File: config.mk
export PLATFORM = sky130hd
export DESIGN_NAME = cla_pipe_adder
export DESIGN_NICKNAME = d
export VERILOG_FILES = /design/src/rtl/cla_pipe_pkg.sv /design/src/rtl/cla_pipe_slice.sv /design/src/rtl/cla_pipe_adder.sv
export SDC_FILE = /design/constraint.sdc
export NUM_CORES = 1
export LEC_CHECK = 0
export BUFFER_PORTS_ARGS = -buffer_cell sky130_fd_sc_hd__buf_2
export CAP_MARGIN = 20
export CELL_PAD_IN_SITES_DETAIL_PLACEMENT = 1
export CELL_PAD_IN_SITES_GLOBAL_PLACEMENT = 2
export CORE_MARGIN = 2
export CORE_UTILIZATION = 44
export DETAILED_ROUTE_END_ITERATION = 16
export GPL_ROUTABILITY_DRIVEN = 0
export PLACE_DENSITY = 0.81
export SLEW_MARGIN = 40
export SYNTH_ARGS = -nofsm -noshare
export SYNTH_HDL_FRONTEND = slang
export SYNTH_SLANG_ARGS = --single-unit
File: constraint.sdc
create_clock -name clk -period 13.1 [get_ports clk]
set_input_delay 1.31 -clock clk [delete_from_list [all_inputs] [get_ports clk]]
set_output_delay 1.31 -clock clk [all_outputs]
set_load 0.02 [all_outputs]
File: src/rtl/cla_pipe_pkg.sv
// Purpose: shared types and the 4-bit carry-lookahead group function for cla_pipe_adder.
// Latency: n/a (package, combinational helpers only).
// Backpressure: n/a.
// Contents: GROUP_W, pg_t (per-bit propagate/generate of one group), cla_group().
package cla_pipe_pkg;

    localparam int GROUP_W = 4;

    typedef struct packed {
        logic [GROUP_W-1:0] p;
        logic [GROUP_W-1:0] g;
    } pg_t;

    // Returns carries c[0..4] of one group; c[0] is the group carry-in.
    // Every carry is written as a flat sum of products so no carry waits
    // on a lower one inside the group.
    function automatic logic [GROUP_W:0] cla_group(input pg_t pg, input logic ci);
        logic [GROUP_W-1:0] p;
        logic [GROUP_W-1:0] g;
        logic [GROUP_W:0]   c;
        p    = pg.p;
        g    = pg.g;
        c[0] = ci;
        c[1] = g[0] | (p[0] & ci);
        c[2] = g[1] | (p[1] & g[0]) | (p[1] & p[0] & ci);
        c[3] = g[2] | (p[2] & g[1]) | (p[2] & p[1] & g[0]) | (p[2] & p[1] & p[0] & ci);
        c[4] = g[3] | (p[3] & g[2]) | (p[3] & p[2] & g[1]) | (p[3] & p[2] & p[1] & g[0])
             | (p[3] & p[2] & p[1] & p[0] & ci);
        return c;
    endfunction

endpackage

File: src/rtl/cla_pipe_slice.sv
// Purpose: SLICE_W-bit adder slice built from rippled 4-bit lookahead groups.
// Latency: 0 cycles (purely combinational).
// Backpressure: none; the owning pipeline stage decides when results are captured.
// Ports: a/b slice operands, cin slice carry-in, s slice sum,
//        cout carry out of the slice MSB, c_msb carry into the slice MSB.
module cla_pipe_slice
    import cla_pipe_pkg::*;
#(
    parameter int SLICE_W = 8
) (
    input  logic [SLICE_W-1:0] a,
    input  logic [SLICE_W-1:0] b,
    input  logic               cin,
    output logic [SLICE_W-1:0] s,
    output logic               cout,
    output logic               c_msb
);

    localparam int NG = SLICE_W / GROUP_W;

    logic [SLICE_W-1:0] p;
    logic [SLICE_W-1:0] g;
    pg_t                pg;
    logic [GROUP_W:0]   gc;
    logic               carry;

    assign p = a ^ b;
    assign g = a & b;

    // Groups are evaluated in order; each group's top carry feeds the next.
    always_comb begin
        s     = '0;
        c_msb = 1'b0;
        pg    = '0;
        gc    = '0;
        carry = cin;
        for (int j = 0; j < NG; j++) begin
            pg.p = p[j*GROUP_W +: GROUP_W];
            pg.g = g[j*GROUP_W +: GROUP_W];
            gc   = cla_group(pg, carry);
            s[j*GROUP_W +: GROUP_W] = pg.p ^ gc[GROUP_W-1:0];
            if (j == NG - 1) begin
                c_msb = gc[GROUP_W-1];
            end
            carry = gc[GROUP_W];
        end
        cout = carry;
    end

endmodule

File: src/rtl/cla_pipe_adder.sv
// Purpose: pipelined WIDTH-bit adder, one SLICE_W-bit lookahead slice per stage.
// Latency: STAGES = WIDTH/SLICE_W cycles, 1 beat/cycle throughput.
// Backpressure: whole pipe stalls when out_valid & !out_ready; in_ready = !out_valid | out_ready.
// Ports: clk, rst (sync, active-high), in_valid/in_ready/a/b/cin operand side,
//        out_valid/out_ready/sum/cout/ovf result side.
// Optional: CLA_PIPE_SUB_EN adds input sub (1 -> a - b, cin ignored).
// WIDTH must be a multiple of SLICE_W and SLICE_W a multiple of 4.
module cla_pipe_adder
    import cla_pipe_pkg::*;
#(
    parameter int WIDTH   = 32,
    parameter int SLICE_W = 8
) (
    input  logic             clk,
    input  logic             rst,
    input  logic             in_valid,
    output logic             in_ready,
    input  logic [WIDTH-1:0] a,
    input  logic [WIDTH-1:0] b,
    input  logic             cin,
`ifdef CLA_PIPE_SUB_EN
    input  logic             sub,
`endif
    output logic             out_valid,
    input  logic             out_ready,
    output logic [WIDTH-1:0] sum,
    output logic             cout,
    output logic             ovf
);

    localparam int STAGES = WIDTH / SLICE_W;

    localparam logic [WIDTH-1:0] SLICE_MASK = WIDTH'({SLICE_W{1'b1}});

    logic             adv;
    logic [WIDTH-1:0] b_eff;
    logic             c_eff;

    assign adv       = !out_valid | out_ready;
    assign in_ready  = adv;

`ifdef CLA_PIPE_SUB_EN
    // Two's-complement subtract: invert b and force the carry-in.
    assign b_eff = sub ? ~b : b;
    assign c_eff = sub ? 1'b1 : cin;
`else
    assign b_eff = b;
    assign c_eff = cin;
`endif

    // Stage registers: operands travel with the beat so later stages can
    // add their slice; s_q accumulates the sum bits resolved so far.
    logic [WIDTH-1:0]  a_q   [STAGES];
    logic [WIDTH-1:0]  b_q   [STAGES];
    logic [WIDTH-1:0]  s_q   [STAGES];
    logic [STAGES-1:0] c_q;
    logic [STAGES-1:0] vld_q;
    logic              ovf_q;

    // Per-stage combinational inputs and slice results.
    logic [WIDTH-1:0]   st_a  [STAGES];
    logic [WIDTH-1:0]   st_b  [STAGES];
    logic [WIDTH-1:0]   st_s  [STAGES];
    logic [WIDTH-1:0]   s_nx  [STAGES];
    logic [SLICE_W-1:0] sl_s  [STAGES];
    logic [STAGES-1:0]  st_c;
    logic [STAGES-1:0]  st_v;
    logic [STAGES-1:0]  sl_co;
    logic [STAGES-1:0]  sl_cm;

    for (genvar k = 0; k < STAGES; k++) begin : g_stage
        if (k == 0) begin : g_first
            assign st_a[k] = a;
            assign st_b[k] = b_eff;
            assign st_s[k] = '0;
            assign st_c[k] = c_eff;
            assign st_v[k] = in_valid;
        end else begin : g_rest
            assign st_a[k] = a_q[k-1];
            assign st_b[k] = b_q[k-1];
            assign st_s[k] = s_q[k-1];
            assign st_c[k] = c_q[k-1];
            assign st_v[k] = vld_q[k-1];
        end

        cla_pipe_slice #(
            .SLICE_W (SLICE_W)
        ) u_slice (
            .a     (st_a[k][k*SLICE_W +: SLICE_W]),
            .b     (st_b[k][k*SLICE_W +: SLICE_W]),
            .cin   (st_c[k]),
            .s     (sl_s[k]),
            .cout  (sl_co[k]),
            .c_msb (sl_cm[k])
        );

        // Splice this stage's slice into the running sum.
        assign s_nx[k] = (st_s[k] & ~(SLICE_MASK << (k*SLICE_W)))
                       | (WIDTH'(sl_s[k]) << (k*SLICE_W));
    end

    always_ff @(posedge clk) begin
        if (rst) begin
            vld_q <= '0;
            c_q   <= '0;
            ovf_q <= 1'b0;
            for (int k = 0; k < STAGES; k++) begin
                a_q[k] <= '0;
                b_q[k] <= '0;
                s_q[k] <= '0;
            end
        end else if (adv) begin
            vld_q <= st_v;
            c_q   <= sl_co;
            // c[WIDTH] ^ c[WIDTH-1], both produced by the last slice.
            ovf_q <= sl_co[STAGES-1] ^ sl_cm[STAGES-1];
            for (int k = 0; k < STAGES; k++) begin
                a_q[k] <= st_a[k];
                b_q[k] <= st_b[k];
                s_q[k] <= s_nx[k];
            end
        end
    end

    assign out_valid = vld_q[STAGES-1];
    assign sum       = s_q[STAGES-1];
    assign cout      = c_q[STAGES-1];
    assign ovf       = ovf_q;

endmodule
Yosys cells after proc, flatten, opt, wreduce, memory -nomap -nowiden:

Memory sizes are Yosys's and may differ from the RTL's.
Cells that the tools add are included.

* mux-type cells: 17
* bitwise gates (word level): 241
* reduce and logical (&&, ||, !) cells: 1

Operators with widths (number)
* $mux W32: 12
* $and A1 B1 Y1: 128
* $or A1 B1 Y1: 93
* $and A8 B8 Y8: 4
* $or A24 B32 Y32: 1
* $or A32 B16 Y32: 1
* $or A32 B24 Y32: 1
* $xor A4 B4 Y4: 8
* $xor A8 B8 Y8: 4
* $mux W1: 5
* $logic_not A1 Y1: 1
* $xor A1 B1 Y1: 1

* output and inout bits: 36
* memories kept: 3
* word-level logic and storage cells: 265
* bits in registers: 9
* bits of input ports: 69
* memory bits (writable): 384

Memories
* a_q: words 4, width 32, rd ports 3, clocked after memory_dff 0, write ports 4, line cla_pipe_adder.sv:53 `logic [WIDTH-1:0] a_q [STAGES];`
* b_q: words 4, width 32, rd ports 3, clocked after memory_dff 0, write ports 4, line cla_pipe_adder.sv:54 `logic [WIDTH-1:0] b_q [STAGES];`
* s_q: words 4, width 32, rd ports 4, clocked after memory_dff 0, write ports 4, line cla_pipe_adder.sv:55 `logic [WIDTH-1:0] s_q [STAGES];`

Depth between registers and ports, before layout:

An unclocked memory read counts as a cell.

* depth after elaboration: 12
* depth in mapped cells: 8
* mapped depth without buffers: 8

By module:

A second synthesis with hierarchy kept.

* cell total of the unflattened synthesis: 559
* area total of the unflattened synthesis: 8114.0 µm²

Modules (own cells, without submodules)
* cla_pipe_adder: area each 6834.1 µm², sequential area each 5465.2 µm², cells an instance 412, instances 1
* cla_pipe_slice at g_stage[1].u_slice ...: area each 310.3 µm², sequential area each 0.0 µm², cells an instance 34, instances 2
* cla_pipe_slice at g_stage[3].u_slice: area each 330.3 µm², sequential area each 0.0 µm², cells an instance 40, instances 1
* cla_pipe_slice at g_stage[0].u_slice: area each 329.1 µm², sequential area each 0.0 µm², cells an instance 39, instances 1

Worst setup path before layout:

No wires, ideal clock.

* kind: in2reg
* start: in rst
* end: mem a_q[0][10], enable pin
* stages on the path: 2
* path buffers: 1
* setup time: 568 ps
* slack: 6676 ps
* arrival: 5856 ps
* required time: 12532 ps
* cell sequence: clkbuf_1 -> nand2b_1

RTL lines
* start, declared: line cla_pipe_adder.sv:15 `input logic rst,`
* end, declared: line cla_pipe_adder.sv:53

Worst setup path after layout:

* start: in out_ready
* end: out in_ready

* longest elaborated chain between the ends: 1

RTL lines
* start, declared: line cla_pipe_adder.sv:25 `input logic out_ready,`
* $or A1 B1 Y1: line cla_pipe_adder.sv:39 `assign adv = !out_valid | out_ready;`
* end, declared: line cla_pipe_adder.sv:17 `output logic in_ready,`

Every way passes these cells.

==> results.json <==
{
  "area_growth_pct": 16.9,
  "cts-root-buf": "clkbuf_16",
  "skew_ns": 0.00756,
  "clock-sinks": 185,
  "drcViolationCount": 0,
  "drv_cap": 0,
  "start_kind": "input pin",
  "numCtsBuffers": 17,
  "synth.cell_area_um2": 7990,
  "crit_fanout": 12,
  "io_buffers": 104,
  "cts_resized": 0,
  "gr-total-overflow": 0,
  "crit_path_frequent_cell": "buf_2",
  "layout_common_cells": "176 x edfxtp_1, 152 x and2_1, 104 x buf_2, 32 x ha_1, 30 x nor2_1",
  "routed_wirelength_um": 14300,
  "fmax_mhz": 249,
  "worstMarginPinSlew_ns": 0.752,
  "synth.distinct_cells": 42,
  "drtIter0Drc": 257,
  "coreArea_um2": 17900,
  "final_common_cell": "edfxtp_1",
  "r2r_start": "b_q[0][48]",
  "ioPinCount": 105,
  "drt.antenna.violating_nets": 0,
  "yosysWarnings": 0,
  "finalSetupViolCount": 0,
  "rsz0062_at_grt": "false",
  "drt_first_pass_iters": 4,
  "hold_slack_ns": 0.460,
  "die_w_um": 139,
  "start_util_pct": 44.6,
  "hold_class": "register to register",
  "grt_first_pass_wirelength_um": 23500,
  "pre_cts_ws_ns": 9.10,
  "path_cells": "buf_2 -> nor2b_2 -> clkinv_1 -> buf_2",
  "hp-start": "vld_q[2]",
  "synth-edff-count": 176,
  "fin_crit_sh_pct": 30.6,
  "wl_per_cell_um": 16.0,
  "ctsHoldBuffers": 0,
  "viasPerCell": 5.00,
  "grt_pass1_vias": 4728,
  "diodes": 0,
  "status": "completed",
  "antenna_found_initial": 0,
  "cpPeakStageDelay_ns": 0.54,
  "fin_area_um2": 9340,
  "postCtsSetupBuffers": 0,
  "h-tree-depth": 4,
  "tns_ns": 0,
  "rows": 49,
  "async_reset_ff_share_pct": 0,
  "cts.path.max_buffers": 2,
  "dieArea_um2": 19300,
  "synth_seq_cells": 185,
  "final_max_slew_viol_count": 0,
  "syn_area_per_cell_um2": 14.7,
  "p_total_w": 0.00125,
  "post-dp-hpwl_um": 9460,
  "via_count": 4458,
  "hold_viol": 0,
  "yosys_most_used_dff": "edfxtp_1",
  "crit_required_ns": 11.79,
  "layout_setup_ws_ns": 9.09,
  "place_area_um2": 8820,
  "fin_crit_ns": 4.01,
  "arrival_ns": 2.70,
  "cts_tree": "done",
  "clk_pin_slew_ns": 0.06,
  "track_usage_pct": 15.6,
  "crit_path_end_kind": "primary output",
  "ir_drop_uv": 93.8,
  "powerDensity_nw_per_um2": 134,
  "ys_seq_area_share_pct": 68.4,
  "clk-insertion-delay-late_ns": 0.43,
  "crit_type": "input pin to primary output",
  "synthCells": 543,
  "cpMaxStageDelayCell": "nor2b_2",
  "grt_max_degree": 104,
  "nets": 759,
  "leakagePower_nw": 4.03,
  "synthesis.nets": 652,
  "slew_headroom_pct": 49.9,
  "crit_start": "out_ready",
  "die_h_um": 139,
  "drive_gt1_share_pct": 22.2
}
routing by layer:
metal  part of all wire [%]  vias to the layer above  global-route usage [%]  wire length (um)
met5                      0                        -                       0                 0
met1                     42                     2190                    18.8              6050
met3                    3.9                       21                    4.18               563
li1                       -                     2165                       -                 -
met2                     52                       82                    26.8              7370
met4                    1.9                        0                    6.06               270
layout make-up:
class                   instances  area, um2
clock buffers                  20        437
clock inverters                11       82.6
fillers                      1806       8560
inverters                       5       18.8
multi-input cells             332       2440
flip-flops and latches        185       5470
well taps                     229        287
repair buffers                109        613
metrics by stage:
stage	cells	util, %
after floorplan	543	-
after global placement	857	48.8
after detailed placement	860	49.2
after CTS	891	52.1
after global routing	891	52.2
final	891	52.2
cell families (layout without fill, tap and decap cells):
| logic type | count (synthesis) | after routing | share of synthesized area, % |
|---|---|---|---|
| xor gates and xnor gates | 15 | 15 | 1.64 |
| DFF | 185 | 185 | 68.4 |
| muxes | 1 | 1 | 0.125 |
| buffers and inverters | 26 | 145 | 1.31 |
| adders and majority gates | 40 | 40 | 7.01 |
| AOI/OAI and AO/OA | 55 | 55 | 5.56 |
| and+or+nand+nor | 221 | 221 | 16.0 |
worst paths after layout:
| check | endpoint | slack, ns | depth (start not counted) |
|---|---|---|---|
| min reg2reg | vld_q[2] | 0.46 | 2 |
| max reg2reg | s_q[2][21] | 10.70 | 7 |
| max | in_ready | 9.09 | 4 |
| min | vld_q[2] | 0.46 | 2 |
power breakdown:
| part | internal, W | leakage (nW) | switching [W] | total (W) |
|---|---|---|---|---|
| sequential | 0.000683 | 2.16 | 0.0000104 | 0.000694 |
| clock | 0.000257 | 0.246 | 0.000207 | 0.000463 |
| combinational | 0.0000436 | 1.62 | 0.0000504 | 0.0000940 |
registers in the layout (all words and copies together) (netlist names):
| register | count |
|---|---|
| vld_q | 4 |
| ovf | 1 |
| s_q | 80 |
| c_q | 4 |
| a_q | 48 |
| b_q | 48 |
synthesized netlist by cell type (3+ instances only):
| cell | n | area (um2) |
|---|---|---|
| fa_1 | 8 | 160 |
| a211oi_1 | 8 | 60.1 |
| xor2_1 | 3 | 26.3 |
| o21a_1 | 4 | 30.0 |
| a21oi_1 | 9 | 45.0 |
| buf_2 | 5 | 25.0 |
| a21o_1 | 5 | 37.5 |
| ha_1 | 32 | 400 |
| nor3_1 | 13 | 65.1 |
| o311a_1 | 3 | 30.0 |
| clkbuf_1 | 15 | 56.3 |
| nand2b_1 | 5 | 31.3 |
| edfxtp_1 | 176 | 5290 |
| dfxtp_1 | 9 | 180 |
| inv_1 | 4 | 15.0 |
| a211oi_2 | 5 | 62.6 |
| nor2_1 | 31 | 116 |
| xnor2_1 | 12 | 105 |
| o21ai_0 | 5 | 25.0 |
| nor2b_1 | 3 | 18.8 |
| nand2_1 | 8 | 30.0 |
| and2_1 | 152 | 951 |
worst max-delay path, delay by kind of cell:
kind / cells / cell delay, ns
simple gates: 1 / 0.54
buf+inv: 3 / 0.84
(Power assumes the default switching activity.)
